[config.mk]
export PLATFORM = sky130hd
export DESIGN_NAME = security_lock_ctrl
export DESIGN_NICKNAME = d
export VERILOG_FILES = /design/src/rtl/security_lock_ctrl.sv
export SDC_FILE = /design/constraint.sdc
export NUM_CORES = 1
export LEC_CHECK = 0
export BUFFER_PORTS_ARGS = -buffer_cell sky130_fd_sc_hd__buf_2
export CORE_UTILIZATION = 42
export DETAILED_ROUTE_END_ITERATION = 8
export PLACE_DENSITY_LB_ADDON = 0.25
export SLEW_MARGIN = 20
export SYNTH_ARGS = -nofsm -noshare
export SYNTH_HDL_FRONTEND = slang
export SYNTH_SLANG_ARGS = --single-unit
[constraint.sdc]
create_clock -name clk -period 1.5 [get_ports clk]
set_input_delay 0.075 -clock clk [delete_from_list [all_inputs] [get_ports clk]]
set_output_delay 0.075 -clock clk [all_outputs]
set_load 0.01 [all_outputs]
[src/rtl/security_lock_ctrl.sv]
// ----------------------------------------------------------------------------
// security_lock_ctrl
//
// Purpose:
//   Lock controller sitting behind a 3-bit code comparator. When a code entry
//   completes it enables the comparator, takes its sticky pass/fail result
//   (or times out), clears it again, and then either releases the door for a
//   fixed time or counts a failure. Too many consecutive failures enter a
//   timed lockout with the alarm driven.
//
// Ports:
//   clk         in   system clock, rising edge
//   reset       in   synchronous active-high reset
//   enter       in   one-cycle pulse: code entry complete
//   match       in   comparator pass flag (sticky)
//   not_match   in   comparator fail flag (sticky)
//   check       out  enables comparison in the comparator
//   cmp_clear   out  clears the comparator
//   unlocked    out  door release
//   locked_out  out  lockout active
//   alarm       out  alarm drive
//   busy        out  controller not idle
//   fail_count  out  consecutive failed attempts
// ----------------------------------------------------------------------------
module security_lock_ctrl #(
   parameter int MAX_TRIES      = 3,
   parameter int UNLOCK_CYCLES  = 8,
   parameter int LOCKOUT_CYCLES = 16,
   parameter int RESP_TIMEOUT   = 32
) (
   input  logic                             clk,
   input  logic                             reset,
   input  logic                             enter,
   input  logic                             match,
   input  logic                             not_match,
   output logic                             check,
   output logic                             cmp_clear,
   output logic                             unlocked,
   output logic                             locked_out,
   output logic                             alarm,
   output logic                             busy,
   output logic [$clog2(MAX_TRIES+1)-1:0]   fail_count
);

   localparam int FC_W = $clog2(MAX_TRIES + 1);

   // The shared timer only ever holds (duration - 1), so size it for the
   // largest of the three durations.
   localparam int CNT_MAX_A = (UNLOCK_CYCLES > LOCKOUT_CYCLES) ? UNLOCK_CYCLES : LOCKOUT_CYCLES;
   localparam int CNT_MAX   = (CNT_MAX_A > RESP_TIMEOUT) ? CNT_MAX_A : RESP_TIMEOUT;
   localparam int CNT_W     = (CNT_MAX > 1) ? $clog2(CNT_MAX) : 1;

   localparam logic [CNT_W-1:0] LOAD_RESP    = CNT_W'(RESP_TIMEOUT - 1);
   localparam logic [CNT_W-1:0] LOAD_UNLOCK  = CNT_W'(UNLOCK_CYCLES - 1);
   localparam logic [CNT_W-1:0] LOAD_LOCKOUT = CNT_W'(LOCKOUT_CYCLES - 1);

   // A failure while fail_count is below this value does not yet lock out.
   localparam logic [FC_W-1:0]  LAST_FAIL    = FC_W'(MAX_TRIES - 1);
   localparam logic [FC_W-1:0]  FAIL_SAT     = FC_W'(MAX_TRIES);

   localparam logic [2:0] S_IDLE    = 3'd0;
   localparam logic [2:0] S_CHECK   = 3'd1;
   localparam logic [2:0] S_CLEAR   = 3'd2;
   localparam logic [2:0] S_UNLOCK  = 3'd3;
   localparam logic [2:0] S_LOCKOUT = 3'd4;

   logic [2:0]       state;
   logic [CNT_W-1:0] cnt;
   logic             pass;
   // Keeps cmp_clear high while reset is being applied so the comparator is
   // cleared together with this block; drops on the first non-reset edge.
   logic             rst_clr;

   always_ff @(posedge clk) begin
      if (reset) begin
         state      <= S_IDLE;
         cnt        <= '0;
         pass       <= 1'b0;
         fail_count <= '0;
         rst_clr    <= 1'b1;
      end else begin
         rst_clr <= 1'b0;
         case (state)
            S_IDLE: begin
               if (enter) begin
                  state <= S_CHECK;
                  cnt   <= LOAD_RESP;
               end
            end

            // A flag on the last timeout edge wins because it is tested first.
            S_CHECK: begin
               if (match) begin
                  pass  <= 1'b1;
                  state <= S_CLEAR;
               end else if (not_match) begin
                  pass  <= 1'b0;
                  state <= S_CLEAR;
               end else if (cnt == '0) begin
                  pass  <= 1'b0;
                  state <= S_CLEAR;
               end else begin
                  cnt <= cnt - 1'b1;
               end
            end

            // The comparator runs on a slower clock, so wait until both sticky
            // flags are seen low before trusting that it has been cleared.
            S_CLEAR: begin
               if (!match && !not_match) begin
                  if (pass) begin
                     fail_count <= '0;
                     state      <= S_UNLOCK;
                     cnt        <= LOAD_UNLOCK;
                  end else if (fail_count < LAST_FAIL) begin
                     fail_count <= fail_count + 1'b1;
                     state      <= S_IDLE;
                  end else begin
                     fail_count <= FAIL_SAT;
                     state      <= S_LOCKOUT;
                     cnt        <= LOAD_LOCKOUT;
                  end
               end
            end

            S_UNLOCK: begin
               if (cnt == '0) begin
                  state <= S_IDLE;
               end else begin
                  cnt <= cnt - 1'b1;
               end
            end

            S_LOCKOUT: begin
               if (cnt == '0) begin
                  state      <= S_IDLE;
                  fail_count <= '0;
               end else begin
                  cnt <= cnt - 1'b1;
               end
            end

            default: begin
               state <= S_IDLE;
            end
         endcase
      end
   end

   assign check      = (state == S_CHECK);
   assign cmp_clear  = (state == S_CLEAR) || rst_clr;
   assign unlocked   = (state == S_UNLOCK);
   assign locked_out = (state == S_LOCKOUT);
   assign alarm      = (state == S_LOCKOUT);
   assign busy       = (state != S_IDLE);

endmodule

Word-level counts from Yosys, hierarchy flattened --
Cells that the tools add are included.
Operators by class: multiplexer cells 26, magnitude comparators 1, reduce and logical (&&, ||, !) cells 15, add/subtract/negate cells 2, equality and inequality tests 12
Operator list (number):
- 5-bit two-way mux | 7
- 3-bit two-way mux | 8
- 5-bit case mux with 4 select lines | 1
- 3-bit case mux with 4 select lines | 1
- 2-bit two-way mux | 4
- 2-bit inequality test (second input constant) | 4
- 3-bit by 2-bit equality test with 1-bit output (second input constant) | 2
- 6-bit AND reduction | 1
- 3-bit nonzero test | 2
- 5-bit logical NOT | 1
- 5-bit by 1-bit subtractor with 5-bit output (second input constant) | 1
- 1-bit two-way mux | 4
- 2-bit by 1-bit inequality test with 1-bit output (second input constant) | 2
- 4-bit by 3-bit inequality test with 1-bit output (second input constant) | 1
- 2-bit case mux with 2 select lines | 1
- 4-bit AND reduction | 1
- 4-bit nonzero test | 1
- 3-bit by 1-bit equality test with 1-bit output (second input constant) | 1
- 3-bit equality test (second input constant) | 1
- 3-bit logical NOT | 1
- 3-bit inequality test (second input constant) | 1
- 3-bit AND reduction | 1
- 2-bit by 1-bit adder with 2-bit output (second input constant) | 1
- 1-bit logical NOT | 2
- other kinds (6) | 6
Storage, ports and cells: bits in registers 12, bits of input ports 5

Longest topological paths before layout --
Gate-level depths: netlist of the first run.
depth in word-level cells 5, mapped depth 6, mapped depth without buffers 6

Worst setup path after synthesis of the first run --
No wires, ideal clock.
path kind register -> register, from reg cnt[0], to reg cnt[0], setup slack -0.017 ns, library setup time 0.088 ns, data arrival time 1.429 ns, buffers on the path 0, stages on the path, launching flop included 7, path through dfxtp_1 -> inv_1 -> ha_1 -> nor4b_4 -> o21ai_2 -> and3_4 -> a311oi_2
On the way: longest elaborated chain between the ends 5, elaborated cells between the ends (all ways) 6
Ends and longest elaborated chain:
- start, declared | RTL line 68 | logic [CNT_W-1:0] cnt;
- start signal, assigned | RTL line 103 | cnt <= cnt - 1'b1;
- start signal, assigned | RTL line 130 | cnt <= cnt - 1'b1;
- start signal, assigned | RTL line 139 | cnt <= cnt - 1'b1;
- 5-bit by 1-bit subtractor with 5-bit output or 5-bit logical NOT (tied branches)
- 5-bit two-way mux (*) | RTL line 99, 127, 135
- 5-bit two-way mux | RTL line 96 | end else if (not_match) begin
- 5-bit two-way mux | RTL line 93 | if (match) begin
- 5-bit case mux with 4 select lines (*) | RTL line 83 | case (state)
Mark *: on every way between the ends. The rest lies on a longest branch, timed or not. The select of a mux whose other input is x is not followed. A chain may end at the register's enable or synchronous reset.

Worst setup path in the final report of the first run --
from reg cnt[1], to reg state[1]
On the way: longest elaborated chain between the ends 3, elaborated cells between the ends (all ways) 4
Ends and longest elaborated chain:
- 5-bit logical NOT (*) | RTL line 99, 127, 135
- 4-bit by 3-bit inequality test with 1-bit output (no line) or 2-bit by 1-bit inequality test with 1-bit output (tied branches)
- 4-bit AND reduction (no line) (*)
- end signal, assigned | RTL line 101 | state <= S_CLEAR;
- end signal, assigned | RTL line 128 | state <= S_IDLE;
- end signal, assigned | RTL line 136 | state <= S_IDLE;
- end, declared | RTL line 67 | logic [2:0] state;
Mark *: on every way between the ends. The rest lies on a longest branch, timed or not.

==> reports/metrics.csv, run 1 <==
stage;metric;value;unit
routing;Antenna Violating Nets Remaining;0;
place;RePlAce Congestion;0.7903;
worst_setup_path;R2R Setup Slk;-50;ps
place;placed cell areas;0.001109;mm²
worst_hold_path;Worst Hold End;rst_clr$_DFF_P_;
clocking;CTS Buf Count;3;
clocking;Skew-Pair Late Insertion Delay;270;ps
floorplan;IO Count;13;
synthesis;top cells by count, synth;dfxtp_1 (12), nor2_1 (8), a21oi_1 (6), inv_1 (6), nor2b_1 (4);
synthesis;Primary FF master, synth;dfxtp_1;
place;detailed placement HPWL;1688;µm
worst_setup_path;CP required;1690;ps
worst_setup_path;CP Launch Type;flop;
clocking;Worst-path clk slew;80;ps
worst_hold_path;Hold/Removal Path Class;in2reg;
global_routing;number of global-route vias before repair;781;
clocking;CTS max path bufs;2;
worst_setup_path;crit path max fanout;6;
synthesis;Synth area leader;dfxtp_1;
worst_setup_path;R2R Path Start;cnt[1]$_SDFFE_PP0P_;
sta;post-route clock period utilization;103.5;%
worst_setup_path;R2R depth;7;
synthesis;Syn Std Cell Area;859.6;µm²
worst_hold_path;hold_sp;reset;
place;IO buf count;12;
clocking;Root Driver;clkbuf_4;
synthesis;syn_nets;108;
floorplan;die area;0.002232;mm²
run_status;outcome;finished with violations;
sta;final max-slew violation count;0;
pwr;leak pwr;0.5064;nW
worst_hold_path;Min-Delay Path Depth;1;
worst_setup_path;CP max stage delay;380;ps
worst_setup_path;CP Capture Type;flop;
floorplan;Initial Util;44.27;%
final_layout;area delta synth->final;38.14;%
worst_setup_path;CP Class;reg2reg;
synthesis;Post-Syn Area per Cell;8.511;µm²
final_layout;Inserted Diodes;0;
routing;via/cell ratio;5.591;
routing;routed vias;889;
final_layout;fin area;0.001187;mm²
routing;final WL;2235;µm
flow_run;max cap viols;0;
sta;Slew @ Worst Pin;367.6;ps
sta;final setup fails;3;
worst_setup_path;CP max-delay cell;a311o_2;
global_routing;GRT overflow;0;
sta;Final TNS setup;-65.33;ps
synthesis;Synth cell types;49;
final_layout;# nets final;141;
worst_setup_path;CP Cell Sequence;inv_2, ha_4, nor4b_4, buf_4, buf_12, a311o_2, a211oi_2;
pwr;Power Density;1021;mW/mm²
sta;Worst Skew;5.923;ps
pwr;worst IR drop on VDD;0.6450;mV
synthesis;EDFF count, synth;0;
global_routing;antenna violations before repair;0;
clocking;htree depth;1;
synthesis;Async SR Flop Fraction;0;%
worst_setup_path;CP arrival;1740;ps
clocking;# clock sinks;12;
synthesis;Synth Warn #;0;
run_status;failing checks;setup timing;
sta;Final Hold Fails;0;
sta;Slew HR;75.47;%
sta;fin crit period;1552;ps
synthesis;post-synthesis register bit count;12;
global_routing;largest net degree at the start of global routing;15;
sta;maximum clock rate;644.3;MHz
global_routing;global-route wire length before repair;3450;µm
routing;Pre-Repair DR Iteration Count;4;
clocking;# hold bufs at CTS;0;
clocking;CTS tree;built;
synthesis;synth top area cells;dfxtp_1 (28%), a21oi_1 (3.5%), nor2_1 (3.5%);
final_layout;ratio of cells with drive above 1 in the final layout;47.73;%
synthesis;post-synthesis sequential area ratio;27.95;%
routing;wire per inst;14.06;µm
floorplan;core area;0.001942;mm²
sta;Worst Slack Setup Final;-52.01;ps
final_layout;Filler cells;180;
floorplan;DIE HEIGHT;47.24;µm
sta;RSZ-0062 raised after global routing;true;
synthesis;Cells after Synth;101;
floorplan;Placement Rows;16;
routing;initial DRC count;14;
synthesis;top cell type's share of synthesized area;27.95;%
routing;DRC errors left;0;
floorplan;Horiz. Die Dim;47.24;µm
worst_setup_path;reg-to-reg endpoint;state[1]$_SDFFE_PP0P_;
global_routing;Total Routing Usage GR;22.38;%
synthesis;most frequent cell after synthesis;dfxtp_1;
place;pre-CTS WS;-38.73;ps
==> worst max-delay path, delay by kind of cell (launching register included) <==
| kind | cells | cell delay (ps) |
|---|---|---|
| simple gates | 1 | 120 |
| buf+inv | 3 | 330 |
| compound gates | 2 | 530 |
| flops | 1 | 340 |
| fa+ha+maj | 1 | 150 |
==> worst max path at each step <==
| stage | from | endpoint | slack (ps) | depth (start not counted) |
|---|---|---|---|---|
| 3_5_place_dp | cnt[1]$_SDFFE_PP0P_ | cnt[0]$_SDFFE_PP0P_ | -40 | 6 |
| 4_1_cts | cnt[1]$_SDFFE_PP0P_ | fail_count[0]$_SDFFE_PP0P_ | -50 | 7 |
| 2_1_floorplan | state[1]$_SDFFE_PP0P_ | pass$_SDFFE_PP0P_ | 20 | 6 |
| 5_1_grt | cnt[1]$_SDFFE_PP0P_ | state[1]$_SDFFE_PP0P_ | -100 | 7 |
| 3_3_place_gp | cnt[1]$_SDFFE_PP0P_ | cnt[0]$_SDFFE_PP0P_ | -8 | 6 |
| 6_report | cnt[1]$_SDFFE_PP0P_ | state[1]$_SDFFE_PP0P_ | -50 | 7 |
==> final cells by class <==
type	instances	area, µm²	area share, %
Multi-Input combinational cell	75	606.8	51.11
Timing Repair Buffer	36	256.5	21.60
Sequential cell	12	245.2	20.65
Tap cell	27	33.78	2.845
Clock buffer	3	22.52	1.897
Inverter	6	22.52	1.897
==> kinds of logic (layout without fill, tap and decap cells) <==
group | after synthesis | count (layout) | share of synthesized area [%]
flops | 12 | 12 | 27.95
buf+inv | 14 | 45 | 7.714
fa+ha+maj | 2 | 2 | 2.911
simple gates | 37 | 37 | 28.39
mux | 1 | 1 | 1.165
compound gates | 35 | 35 | 31.88
==> sequential cells by signal (all words and copies together), names as in the netlist <==
register / flops
cnt: 5
fail_count: 2
pass: 1
state: 3
rst_clr: 1
==> routing by layer <==
layer	up-vias	share of wire (%)	track usage, %	wire length (µm)
met2	13	48	32.33	1075
met3	2	2.4	3.462	53
met1	428	49	32.19	1091
li1	446	-	-	-
met5	-	0	0	0
met4	0	0.63	10.29	14
==> timing repair <==
| item | CTS | global route |
|---|---|---|
| pin swaps | 2 | 4 |
| setup endpoints to repair | 8 | 13 |
| gates resized for setup | 5 | 10 |
| buffers inserted | 1 | 1 |
==> stage by stage <==
step	cells	util, %	total power [W]	hold WS [ps]
final	159	61.15	0.001212	90.66
after global routing	159	61.15	0.001298	79.81
after CTS	158	58.89	0.001182	73.58
after detailed placement	155	57.09	0.0009694	368.6
after global placement	155	57.09	0.0009553	366.9
after floorplan	101	-	0.0007331	102.7
==> cell usage in the layout, fill, tap and decap left out, types with 2 or more instances in the layout <==
master,count
buf_4,22
clkbuf_4,3
nor2b_1,3
nand3_1,2
a31oi_1,2
a21o_1,2
a22oi_1,2
o21bai_1,2
inv_1,4
nor2_1,8
nand2_1,2
buf_2,12
nor3b_2,2
nor3_1,3
nand2b_1,3
dfxtp_2,4
a21oi_1,6
dfxtp_1,8
a32oi_1,2
o21ai_0,2
inv_2,2
==> power breakdown <==
group	switching, W	total, W	internal (W)
logic	0.000281	0.000607	0.000326
registers	0.0000411	0.000403	0.000362
clock network	0.000109	0.000202	0.0000929
Note: power is estimated with default switching activity, not from simulation.
==> run 2: changes to the inputs <==
Settings changed: CORE_UTILIZATION 42 to 49.
==> reports/metrics.csv, run 2 (synthesis results as in run 1) <==
stage;metric;value;unit;change
sta;Slew @ Worst Pin;360.1;ps;-7.446 ps
floorplan;core area;0.001577;mm²;-19%
worst_setup_path;CP max stage delay;380;ps;about the same
worst_setup_path;R2R Path Start;cnt[1]$_SDFFE_PP0P_;;
floorplan;Initial Util;54.52;%;+10 points
sta;maximum clock rate;645.5;MHz;+0.19%
pwr;Seq pwr share;35.5;%;+2.2 points
final_layout;max FFs per register;5;;unchanged
routing;final WL;2161;µm;-3.3%
sta;RSZ-0062 raised after global routing;true;;
sta;Worst Skew;2.019;ps;-3.904 ps
floorplan;Placement Rows;14;;-2
place;IO buf count;12;;unchanged
worst_setup_path;CP required;1690;ps;about the same
final_layout;area delta synth->final;35.37;%;
clocking;Worst-path clk slew;70;ps;about the same
pwr;switching share of power;35.32;%;-0.24 points
place;pre-CTS WS;-63.60;ps;-24.87 ps
sta;fin crit period;1549;ps;-2.935 ps
worst_setup_path;CP Capture Type;flop;;
worst_setup_path;most used cell, CP;buf_4;;
run_status;outcome;finished with violations;;
global_routing;number of global-route vias before repair;818;;+4.7%
routing;wire per inst;14.41;µm;+2.5%
final_layout;most common cell after layout, fill and taps aside;buf_4;;
pwr;clock power share;16.9;%;+0.2 points
final_layout;Inserted Diodes;0;;unchanged
global_routing;global-route wire length before repair;3525;µm;+2.2%
floorplan;die area;0.001926;mm²;-14%
floorplan;Horiz. Die Dim;43.89;µm;-7.1%
sta;final setup fails;2;;-1
clocking;# clock sinks;12;;unchanged
place;RePlAce Congestion;0.8730;;+10%
final_layout;Filler cells;122;;-32%
sta;post-route clock period utilization;103.3;%;-0.20 points
clocking;CTS max path bufs;2;;unchanged
global_routing;GRT overflow;0;;unchanged
routing;via/cell ratio;5.953;;+6.5%
worst_setup_path;crit path max fanout;6;;unchanged
pwr;P_int;0.0007556;W;-3.2%
global_routing;antenna violations before repair;0;;unchanged
global_routing;Total Routing Usage GR;24.55;%;+2.2 points
place;detailed placement HPWL;1663;µm;-1.5%
clocking;htree depth;1;;unchanged
sta;final max-slew violation count;0;;unchanged
floorplan;IO Count;13;;unchanged
pwr;Comb pwr share;47.6;%;-2.5 points
sta;Final Hold Fails;0;;unchanged
pwr;Sw Pwr;0.0004126;W;-4.2%
routing;Antenna Violating Nets Remaining;0;;unchanged
global_routing;largest net degree at the start of global routing;15;;unchanged
worst_setup_path;R2R depth;7;;unchanged
final_layout;Finished Layout Cells;150;;-5.7%
place;placed cells;144;;-7.1%
worst_setup_path;R2R Setup Slk;-50;ps;about the same
worst_setup_path;CP Class;reg2reg;;
sta;Slew HR;75.97;%;+0.50 points
pwr;leak pwr;0.5117;nW;+1.1%
final_layout;ratio of cells with drive above 1 in the final layout;49.25;%;+1.5 points
worst_setup_path;CP Cell Sequence;inv_2, ha_4, nor4b_4, buf_4, buf_4, a311o_2, a211oi_2;;
clocking;CTS Buf Count;3;;unchanged
worst_setup_path;CP max-delay cell;a311o_2;;
worst_setup_path;crit path from;cnt[1]$_SDFFE_PP0P_;;
pwr;Power Density;1004;mW/mm²;-1.6%
sta;Final TNS setup;-63.08;ps;+2.247 ps
run_status;failing checks;setup timing;;
worst_setup_path;CP Launch Type;flop;;
routing;routed vias;893;;+0.45%
flow_run;max cap viols;0;;unchanged
final_layout;fin area;0.001164;mm²;-2.0%
clocking;CTS tree;built;;
worst_setup_path;reg-to-reg endpoint;state[1]$_SDFFE_PP0P_;;
routing;Pre-Repair DR Iteration Count;5;;+1
clocking;Skew-Pair Late Insertion Delay;270;ps;about the same
worst_setup_path;CP arrival;1740;ps;about the same
final_layout;most frequent cells in the layout;buf_4 (26), buf_2 (12), dfxtp_1 (8);;
sta;Worst Slack Setup Final;-49.07;ps;+2.936 ps
final_layout;# nets final;143;;+1.4%
final_layout;Biggest register;cnt;;
pwr;worst IR drop on VDD;0.6691;mV;+3.7%
routing;DRC errors left;0;;unchanged
clocking;Root Driver;clkbuf_4;;
routing;initial DRC count;15;;+1
final_layout;Largest regs;cnt: 5 flops, state: 3 flops, fail_count: 2 flops;;
floorplan;DIE HEIGHT;43.89;µm;-7.1%
worst_hold_path;Hold/Removal Path Class;in2reg;;
worst_setup_path;worst setup path end;state[1]$_SDFFE_PP0P_;;
place;placed cell areas;0.001082;mm²;-2.4%
## run 2: cell count changes in the layout (fill, tap and decap cells not counted), sizes merged
cell / change
buf: +2
## run 2: power groups by stage
stage	Clock [W]	Combinational [W]	Sequential [W]
5_1_grt	0.000213	0.000602	0.000419
3_5_place_dp	0	0.000502	0.000420
6_report	0.000197	0.000556	0.000415
3_3_place_gp	0	0.000490	0.000417
2_1_floorplan	0	0.000323	0.000410
4_1_cts	0.000202	0.000520	0.000413
## run 2: final cells by class
type	count	area, µm²	area share [%]
Multi-Input combinational cell	75	598.1	51.40
Clock buffer	3	22.52	1.935
Inverter	6	22.52	1.935
Tap cell	16	20.02	1.720
Sequential cell	12	245.2	21.08
Timing Repair Buffer	38	255.2	21.94
## run 2: metrics by stage
stage | total power (W) | hold WS (ps) | utilization [%]
after floorplan | 0.0007331 | 102.7 | -
after global placement | 0.0009066 | 365.6 | 68.65
after detailed placement | 0.0009218 | 361.8 | 68.65
after CTS | 0.001134 | 74.28 | 71.35
after global routing | 0.001234 | 84.03 | 73.81
final | 0.001168 | 90.33 | 73.81
## run 2: worst max-delay path: cells and delay by family (launching register included)
family                   cells  cell delay, ps
buffers and inverters        3             340
adder cells (fa/ha/maj)      1             150
AND/OR/NAND/NOR              1             120
flip-flops                   1             340
AO/OA/AOI/OAI                2             520
## run 2: how the worst min path moves through the flow
stage / startpoint / end / slack (ps) / cells past startpoint
6_report: reset / rst_clr$_DFF_P_ / 90 / 1
5_1_grt: reset / rst_clr$_DFF_P_ / 80 / 1
4_1_cts: reset / rst_clr$_DFF_P_ / 70 / 1
3_5_place_dp: reset / rst_clr$_DFF_P_ / 360 / 1
3_3_place_gp: reset / rst_clr$_DFF_P_ / 370 / 1
2_1_floorplan: reset / rst_clr$_DFF_P_ / 100 / 0
## run 2: what timing repair did
action | in CTS | in global routing
setup endpoints to repair | 6 | 13
buffers inserted | 2 | 1
endpoints found under the hold margin | 0 | 0
resized for setup | 3 | 8
hold buffers | 0 | 0
pin swaps | 3 | 2
## run 2: per-layer routing
layer  part of all wire (%)  wire (µm)  track usage (%)  vias up
met5                      0          0                0        -
met4                   0.46         10            9.091        0
met3                    3.4         73            2.500        2
met2                     49       1068            43.58       20
met1                     47       1008            30.46      421
li1                       -          -                -      450
